$ cat src/rtl/ex_pkg.sv
// Shared encodings and default latencies for the EX-stage sequencing controller.
package ex_pkg;

  localparam logic [1:0] OP_SINGLE = 2'b00;
  localparam logic [1:0] OP_MUL    = 2'b01;
  localparam logic [1:0] OP_DIV    = 2'b10;
  localparam logic [1:0] OP_REM    = 2'b11;

  typedef enum logic [1:0] {
    IDLE = 2'b00,
    RUN  = 2'b01,
    HOLD = 2'b10
  } ex_state_e;

  localparam int MUL_LAT_D = 4;
  localparam int DIV_LAT_D = 33;

endpackage

$ cat src/rtl/ex_lat_counter.sv
// Loadable down-counter with clear, load, saturating decrement and zero flag.
module ex_lat_counter #(
  parameter int CNT_W = 6
) (
  input  logic             clk,
  input  logic             rst,
  input  logic             clear_i,
  input  logic             load_i,
  input  logic [CNT_W-1:0] load_val_i,
  input  logic             dec_i,
  output logic             zero_o
);

  logic [CNT_W-1:0] cnt_q;
  logic [CNT_W-1:0] cnt_d;

  always_comb begin
    cnt_d = cnt_q;
    if (clear_i) begin
      cnt_d = '0;
    end else if (load_i) begin
      cnt_d = load_val_i;
    end else if (dec_i && (cnt_q != '0)) begin
      cnt_d = cnt_q - 1'b1;
    end
  end

  always_ff @(posedge clk or negedge rst) begin
    if (!rst) begin
      cnt_q <= '0;
    end else begin
      cnt_q <= cnt_d;
    end
  end

  assign zero_o = (cnt_q == '0);

endmodule

$ cat src/rtl/ex_mc_ctrl.sv
// EX-stage sequencer: completes single-cycle ops, launches MUL/DIV/REM on the
// shared iterative unit, counts its latency and handles flush and MEM stalls.
module ex_mc_ctrl
  import ex_pkg::*;
#(
  parameter int MUL_LAT = MUL_LAT_D,
  parameter int DIV_LAT = DIV_LAT_D,
  parameter int CNT_W   = 6
) (
  input  logic       clk,
  input  logic       rst,
  input  logic       id_valid_i,
  input  logic [1:0] id_op_i,
  input  logic       flush_i,
  input  logic       mem_stall_i,
  output logic       ex_stall_o,
  output logic       busy_o,
  output logic       unit_start_o,
  output logic       unit_sel_o,
  output logic       unit_abort_o,
  output logic       result_capture_o,
  output logic       ex_valid_o
);

  localparam logic [CNT_W-1:0] MUL_LOAD = CNT_W'(MUL_LAT - 1);
  localparam logic [CNT_W-1:0] DIV_LOAD = CNT_W'(DIV_LAT - 1);

  ex_state_e        state_q, state_d;
  logic             unit_start_q, unit_start_d;
  logic             unit_sel_q, unit_sel_d;
  logic             unit_abort_q, unit_abort_d;
  logic             ex_valid_q, ex_valid_d;
  logic             capture;
  logic             accept;
  logic             cnt_clear, cnt_load, cnt_dec, cnt_zero;
  logic [CNT_W-1:0] cnt_load_val;

  assign accept = (state_q == IDLE) && id_valid_i && !flush_i && !mem_stall_i;

  ex_lat_counter #(
    .CNT_W(CNT_W)
  ) u_cnt (
    .clk       (clk),
    .rst       (rst),
    .clear_i   (cnt_clear),
    .load_i    (cnt_load),
    .load_val_i(cnt_load_val),
    .dec_i     (cnt_dec),
    .zero_o    (cnt_zero)
  );

  always_comb begin
    state_d      = state_q;
    unit_start_d = 1'b0;
    unit_sel_d   = unit_sel_q;
    unit_abort_d = 1'b0;
    ex_valid_d   = 1'b0;
    capture      = 1'b0;
    cnt_clear    = 1'b0;
    cnt_load     = 1'b0;
    cnt_dec      = 1'b0;
    cnt_load_val = (id_op_i == OP_MUL) ? MUL_LOAD : DIV_LOAD;

    // Flush overrides everything, including a completion in the same cycle.
    if (flush_i) begin
      state_d      = IDLE;
      cnt_clear    = 1'b1;
      unit_abort_d = (state_q != IDLE);
    end else begin
      case (state_q)
        IDLE: begin
          if (accept) begin
            if (id_op_i == OP_SINGLE) begin
              ex_valid_d = 1'b1;
            end else begin
              cnt_load     = 1'b1;
              unit_sel_d   = (id_op_i != OP_MUL);
              unit_start_d = 1'b1;
              state_d      = RUN;
            end
          end
        end
        RUN: begin
          if (cnt_zero) begin
            if (!mem_stall_i) begin
              capture    = 1'b1;
              ex_valid_d = 1'b1;
              state_d    = IDLE;
            end else begin
              state_d = HOLD;
            end
          end else begin
            cnt_dec = 1'b1;
          end
        end
        HOLD: begin
          if (!mem_stall_i) begin
            capture    = 1'b1;
            ex_valid_d = 1'b1;
            state_d    = IDLE;
          end
        end
        default: begin
          state_d   = IDLE;
          cnt_clear = 1'b1;
        end
      endcase
    end
  end

  always_ff @(posedge clk or negedge rst) begin
    if (!rst) begin
      state_q      <= IDLE;
      unit_start_q <= 1'b0;
      unit_sel_q   <= 1'b0;
      unit_abort_q <= 1'b0;
      ex_valid_q   <= 1'b0;
    end else begin
      state_q      <= state_d;
      unit_start_q <= unit_start_d;
      unit_sel_q   <= unit_sel_d;
      unit_abort_q <= unit_abort_d;
      ex_valid_q   <= ex_valid_d;
    end
  end

  assign busy_o           = (state_q != IDLE);
  assign ex_stall_o       = (state_q != IDLE) || mem_stall_i;
  assign result_capture_o = capture;
  assign unit_start_o     = unit_start_q;
  assign unit_sel_o       = unit_sel_q;
  assign unit_abort_o     = unit_abort_q;
  assign ex_valid_o       = ex_valid_q;

endmodule

$ cat config.mk
export PLATFORM = sky130hd
export DESIGN_NAME = ex_mc_ctrl
export DESIGN_NICKNAME = d
export VERILOG_FILES = /design/src/rtl/ex_pkg.sv /design/src/rtl/ex_lat_counter.sv /design/src/rtl/ex_mc_ctrl.sv
export SDC_FILE = /design/constraint.sdc
export NUM_CORES = 1
export LEC_CHECK = 0
export ABC_AREA = 1
export CORE_ASPECT_RATIO = 0.5
export CORE_MARGIN = 2
export CORE_UTILIZATION = 25
export CTS_BUF_LIST = sky130_fd_sc_hd__clkbuf_4
export CTS_CLUSTER_SIZE = 28
export DETAILED_ROUTE_END_ITERATION = 12
export MAX_ROUTING_LAYER = met4
export PLACE_DENSITY_LB_ADDON = 0.1
export SLEW_MARGIN = 20
export SYNTH_ARGS = -nofsm -noshare
export SYNTH_HDL_FRONTEND = slang
export SYNTH_SLANG_ARGS = --single-unit
$ cat constraint.sdc
create_clock -name clk -period 1.5 [get_ports clk]
set_clock_uncertainty 0.1 [all_clocks]
set_input_delay 0.3 -clock clk [delete_from_list [all_inputs] [get_ports clk]]
set_output_delay 0.3 -clock clk [all_outputs]
set_load 0.005 [all_outputs]
==> results.txt, run 1 <==
Status: complete, but fails checks
Failing checks: setup timing
Die Y: 43.99 µm
Worst hold slack: 226.9 ps
CTS tree: built
Share of cells above drive strength 1: 0.4747
Fillers: 310
Register area share after synthesis: 0.3756
Die width: 83.98 µm
Initial antenna violation count: 0
Cell Int Power: 1.227 mW
First-pass GRT wire length: 3367 µm
Synthesized instance count: 108
Clock Tree Root: clkbuf_4
Die ar.: 3694 µm²
Crit Path Category: reg -> out
Drt wl/cell: 10.03 µm
Largest net degree at the start of global routing: 13
RSZ-0062 raised after global routing: yes
Max stage delay on crit path: 390 ps
Diode count: 0
Final min period: 1766 ps
# hold bufs at CTS: 0
Total gr overflow: 0
Initial drt markers: 28
Max-cap violations: 0
Clk sinks: 12
Final WL: 1985 µm
CTS buffer count: 3
IO buf count: 13
Row count: 14
M2 GR Usage: 0.2016
Worst slew margin: 0.7717
Worst-Margin Slew: 339.9 ps
CP required: 1100 ps
Layout Cell Area excl Fill: 1410 µm²
Setup tns final: -742.0 ps
Post-synth cell types: 19
Place WS: -464.6 ps
Setup WS post-layout: -265.8 ps
Switching pwr: 0.8030 mW
Synthesized net count: 121
Period utilization: 1.177
Synthesized flop and latch total: 12
Final hold vios: 0
Final HPWL DP: 1451 µm
Critical Path AT: 1370 ps
Nets@finish: 172
Io pins: 14
GP Congestion: 0.7452
Gr usage total: 0.1231
Seq pwr share: 0.229
Clock power frac: 0.098
Kind of path behind the tightest hold check: in -> async
Worst vdd rail ir drop: 661.0 µV
Drt drc: 0
P&R area growth vs syn: 76.37%
Worst path slowest cell: dfrtp_1
Clock Pin Slew Worst Setup and Hold Paths: 80 ps
Global route hottest layer: met2
Crit path cell chain: inv_2 -> ha_4 -> nand3_4 -> nor2_1 -> nand2_1 -> a21oi_2 -> buf_2
Clk Latency, worst-skew pair: 260 ps
CP startpoint kind: flop
YS warnings: 0
Logic pwr share: 0.673
Worst-case clock buffer depth: 2
Synth Cell Area: 799.5 µm²
Slew Limit Fails: 0
Syn Area/Cell: 7.403 µm²
FMAX: 566.3 MHz
Vias in the first global route: 771
Via density: 4.091
Commonest non-fill, non-tap cell in the layout: nand2_1
Pre-Repair DR Iteration Count: 3
Met3 GRT Util: 0.01143
Switching part of the total: 0.3956
Placed cell area: 1167 µm²
CTS H-tree depth: 1
Core Region: 3030 µm²
Final setup viols: 9
Crit path max fanout: 2
CP Capture Type: output pin
Routed Antenna Nets: 0
Layout Utilization: 0.4653
Initial Utilization: 0.2638
Pwr Density: 1440 nW/µm²
Via count: 810
GR Layer Usage met1: 0.1576
Most frequent cells in the layout: nand2_1, buf_4, inv_1, dfrtp_1, buf_6
Leakage power: 0.7533 nW
[area by class of cell]
type	instances	area, µm²	area share
Tap cell	40	50.05	0.03549
Timing Repair Buffer	46	409.1	0.2902
Clock inverter	1	3.754	0.002662
Multi-Input combinational cell	75	540.5	0.3833
Clock buffer	3	22.52	0.01597
Inverter	21	83.83	0.05945
Sequential cell	12	300.3	0.2130
[flip-flops by register name (all words and copies together), names as in the netlist]
| signal | flops |
|---|---|
| state_q | 2 |
| u_cnt.cnt_q | 6 |
| unit_sel_o | 1 |
| ex_valid_o | 1 |
| unit_abort_o | 1 |
| unit_start_o | 1 |
[synthesized netlist by cell type]
library cell,instances,area (µm²)
nor3_1,2,10.01
o21bai_1,1,7.510
nand3_4,1,17.52
nand3_1,9,45.04
nand2_4,1,11.26
nand3_2,2,20.02
nor2_1,12,45.04
inv_2,2,7.510
inv_1,19,71.32
a21oi_1,3,15.01
nor2_4,2,22.52
nand4_1,2,12.51
nand2_1,29,108.9
o21ai_1,2,10.01
a21boi_0,1,7.510
ha_1,6,75.07
nand2_2,1,6.260
dfrtp_1,12,300.3
nor2_2,1,6.260
[through the flow]
stage / power [mW] / std cells
after CTS: 1.856 / 197
after floorplan: 0.9487 / 108
after detailed placement: 1.407 / 186
after global placement: 1.412 / 186
after global routing: 2.225 / 198
final: 2.030 / 198
[power by group through the flow]
stage	logic, mW	registers (mW)	clock network [mW]
2_1_floorplan	0.471	0.478	0
4_1_cts	1.19	0.458	0.204
3_5_place_dp	0.944	0.463	0
3_3_place_gp	0.947	0.465	0
5_1_grt	1.52	0.478	0.227
6_report	1.37	0.464	0.199
[logic make-up after synthesis]
family                   Yosys count  share of synthesized area
adder cells (fa/ha/maj)            6                    0.09389
flip-flops                        12                     0.3756
AO/OA/AOI/OAI                      7                    0.05008
AND/OR/NAND/NOR                   62                     0.3818
buffers and inverters             21                    0.09860
[path summary, 6_finish.rpt]
path / start / depth (start not counted) / to / slack, ps
min in group clk: unit_sel_o / 3 / unit_sel_o / 460
worst max-delay path: u_cnt.cnt_q[1] / 7 / result_capture_o / -270
worst min-delay path: rst / 2 / unit_sel_o / 230
max in group asynchronous: rst / 2 / u_cnt.cnt_q[4] / 920
worst min register to register: unit_sel_o / 3 / unit_sel_o / 460
worst max register to register: state_q[1] / 10 / u_cnt.cnt_q[0] / -80
[repair_timing]
action                                 CTS  global route
pin swaps                               17            16
gates resized for setup                 40            22
endpoints found under the hold margin    0             0
setup endpoints to repair               14            17
buffers inserted                         7             1
[routing by layer]
metal,wire length [µm],share of wire
met5,0,0
met2,950,0.48
met1,975,0.49
met4,27,0.014
met3,30,0.015
[worst max-delay path, delay by kind of cell (launching register included)]
kind / cells / cell delay (ps)
buffers and inverters: 2 / 190
adder cells (fa/ha/maj): 1 / 150
AND/OR/NAND/NOR: 3 / 250
AO/OA/AOI/OAI: 1 / 110
flip-flops: 1 / 390
Power figures use the tool's default switching activity.
==> run 2: changes to the inputs <==
Settings changed: ABC_AREA 1 to not set, SKIP_CTS_REPAIR_TIMING set to 1.
==> run 2 against run 1 <==
The run still ends with setup timing left. Register-to-register slack worse by 180 ps. Final cell count is 10% lower. Non-clock buffer count is 8 higher. Sequential cell count stayed put.
==> results.txt, run 2 <==
Worst-Margin Slew: 316.6 ps (-23.27 ps)
Max-cap violations: 0 (unchanged)
YS warnings: 0 (unchanged)
Synth top area cells: dfrtp_1, ha_1, nor2_1, a2111oi_4, inv_1
Leakage power: 0.7013 nW (-6.9%)
Crit path max fanout: 2 (unchanged)
Register area share after synthesis: 0.3780 (+0.002366)
Diode count: 0 (unchanged)
Io pins: 14 (unchanged)
Synthesized net count: 94 (-22%)
GR Layer Usage met1: 0.1653 (+0.007728)
Crit Path Category: reg -> out
Simple-Gate Fraction of Synth Area: 0.2205 (-0.1614)
Clk Latency, worst-skew pair: 270 ps (about the same)
Core Region: 3013 µm² (-0.58%)
Post-synthesis mux area share: 0 (unchanged)
Final hold vios: 0 (unchanged)
Synthesized instance count: 81 (-25%)
Worst slew margin: 0.7873 (+0.01563)
Failing checks: setup timing
Layout Utilization: 0.4788 (+0.01350)
M2 GR Usage: 0.2160 (+0.01440)
CTS buffer count: 3 (unchanged)
Die ar.: 3673 µm² (-0.58%)
Biggest register: u_cnt.cnt_q
Setup WS post-layout: -364.6 ps (-98.81 ps)
Met3 GRT Util: 0.03429 (+0.02286)
Critical Path AT: 1460 ps (+90 ps)
Biggest registers after layout: u_cnt.cnt_q x6, state_q x2
Gr usage total: 0.1346 (+0.01151)
Post-synth top flop: dfrtp_1
Clk sinks: 12 (unchanged)
Final min period: 1865 ps (+98.81 ps)
Clock Pin Slew Worst Setup and Hold Paths: 80 ps (about the same)
Global route hottest layer: met2
Worst reg-to-reg setup slack: -260 ps (-180 ps)
Die Y: 43.87 µm (-0.28%)
Commonest non-fill, non-tap cell in the layout: buf_4
Drt wl/cell: 12.91 µm (+29%)
Pwr Density: 570.7 nW/µm² (-60%)
Slew Limit Fails: 0 (unchanged)
Setup tns final: -2015 ps (-1273 ps)
Post-Synth Adder-Cell Area: 0.09449 (+0.0005915)
Post-synth cell types: 33 (+14)
Nets@finish: 152 (-12%)
First-pass GRT wire length: 3684 µm (+9.4%)
Final HPWL DP: 1724 µm (+19%)
Final WL: 2298 µm (+16%)
Period utilization: 1.243 (+0.06587)
Fillers: 297 (-4.2%)
Largest net degree at the start of global routing: 8 (-5)
Kind of path behind the tightest hold check: in -> async
CP Capture Type: output pin
Pre-Repair DR Iteration Count: 3 (unchanged)
GP Congestion: 0.7862 (+5.5%)
FMAX: 536.3 MHz (-5.3%)
Via density: 4.551 (+11%)
Clock Tree Root: clkbuf_4
IO buf count: 13 (unchanged)
Top-count cell post-synth: dfrtp_1
Total power: 0.8233 mW (-59%)
Compound-Gate Fraction of Synth Area: 0.2268 (+0.1767)
Worst vdd rail ir drop: 262.5 µV (-60%)
CP startpoint kind: flop
Routed Antenna Nets: 0 (unchanged)
Largest family of logic cells by synthesized area: compound AO/OA/AOI/OAI gates
Post-synth ARST share: 1.000 (unchanged)
CP required: 1100 ps (about the same)
Syn Area/Cell: 9.809 µm² (+32%)
P&R area growth vs syn: 81.57%
Via count: 810 (unchanged)
Drt drc: 0 (unchanged)
EDFF count, synth: 0 (unchanged)
Initial drt markers: 15 (-46%)
Xor/xnor cell area share of the yosys netlist: 0.03307 (+0.03307)
Total gr overflow: 0 (unchanged)
Vias in the first global route: 828 (+7.4%)
Most frequent cells in the layout: buf_4, dfrtp_1, nor2_1
Share of cells above drive strength 1: 0.5435 (+0.06879)
Synthesized flop and latch total: 12 (unchanged)
Initial antenna violation count: 0 (unchanged)
Synth area leader: dfrtp_1
Initial Utilization: 0.2637 (about the same)
Row count: 14 (unchanged)
Synth Cell Area: 794.5 µm² (-0.63%)
CTS H-tree depth: 1 (unchanged)
Post-synth top area share: 0.3780 (+0.002366)
Die width: 83.73 µm (-0.30%)
Status: complete, but fails checks
Max reg flops: 6 (unchanged)
Worst-case clock buffer depth: 2 (unchanged)
Post-synth top cells: dfrtp_1, nor2_1, inv_1, ha_1, a21oi_1
Final setup viols: 12 (+3)
CTS tree: built
RSZ-0062 raised after global routing: yes
-- run 2: changes by cell type after synthesis, sizes merged, moves of 3 or more --
cell   delta
inv      -14
nand2    -28
nand3    -11
nor2      -4
o21ai     +3
xor2      +3
-- run 2: per-stage QoR --
step           hold WS, ps  setup WS [ps]  std cells  instance area [µm²]
2_1_floorplan       -95.59         -84.08         81                837.1
4_1_cts              206.2         -806.2        171                 1287
3_3_place_gp         366.7         -485.9        167                 1261
3_5_place_dp         375.1         -476.4        167                 1261
6_report             213.7         -364.6        178                 1443
5_1_grt              213.7         -463.7        178                 1443
-- run 2: path summary, 6_finish.rpt --
| path | end | startpoint | cells past startpoint |
|---|---|---|---|
| min in group clk | unit_sel_o | unit_sel_o | 2 |
| max in group asynchronous | unit_abort_o | rst | 2 |
| worst max register to register | u_cnt.cnt_q[5] | state_q[0] | 7 |
| worst min register to register | unit_sel_o | unit_sel_o | 2 |
| worst max-delay path | result_capture_o | u_cnt.cnt_q[3] | 5 |
| worst min-delay path | state_q[0] | rst | 2 |
-- run 2: cell type report --
| type | count | area [µm²] | area share |
|---|---|---|---|
| clock buffers | 3 | 22.52 | 0.01561 |
| clock inverters | 1 | 3.754 | 0.002602 |
| inverters | 7 | 28.78 | 0.01995 |
| repair buffers | 54 | 459.2 | 0.3183 |
| multi-input cells | 61 | 578.1 | 0.4007 |
| well taps | 40 | 50.05 | 0.03469 |
| flip-flops and latches | 12 | 300.3 | 0.2082 |
-- run 2: layer usage --
layer	routed length, µm	share of wire
met5	0	0
met3	55	0.024
met1	1074	0.47
met4	34	0.015
met2	1134	0.49
-- run 2: critical path, stage by stage, from the launching register on --
cell	delay [ps]
dfrtp_1	400
or3_4	390
nor2_4	130
a21oi_2	80
nor2_1	80
buf_2	110
-- run 2: cell families (layout without fill, tap and decap cells) --
kind of cell,count (synthesis),in the layout
buffers and inverters,8,65
and+or+nand+nor,30,30
adders and majority gates,6,6
AOI/OAI and AO/OA,22,22
xor gates and xnor gates,3,3
DFF,12,12
-- run 2: power breakdown --
group	leakage (nW)	switching (mW)	internal [mW]	total [mW]
Clock	0.0154	0.115	0.0962	0.212
Combinational	0.522	0.118	0.149	0.267
Sequential	0.164	0.00758	0.337	0.345
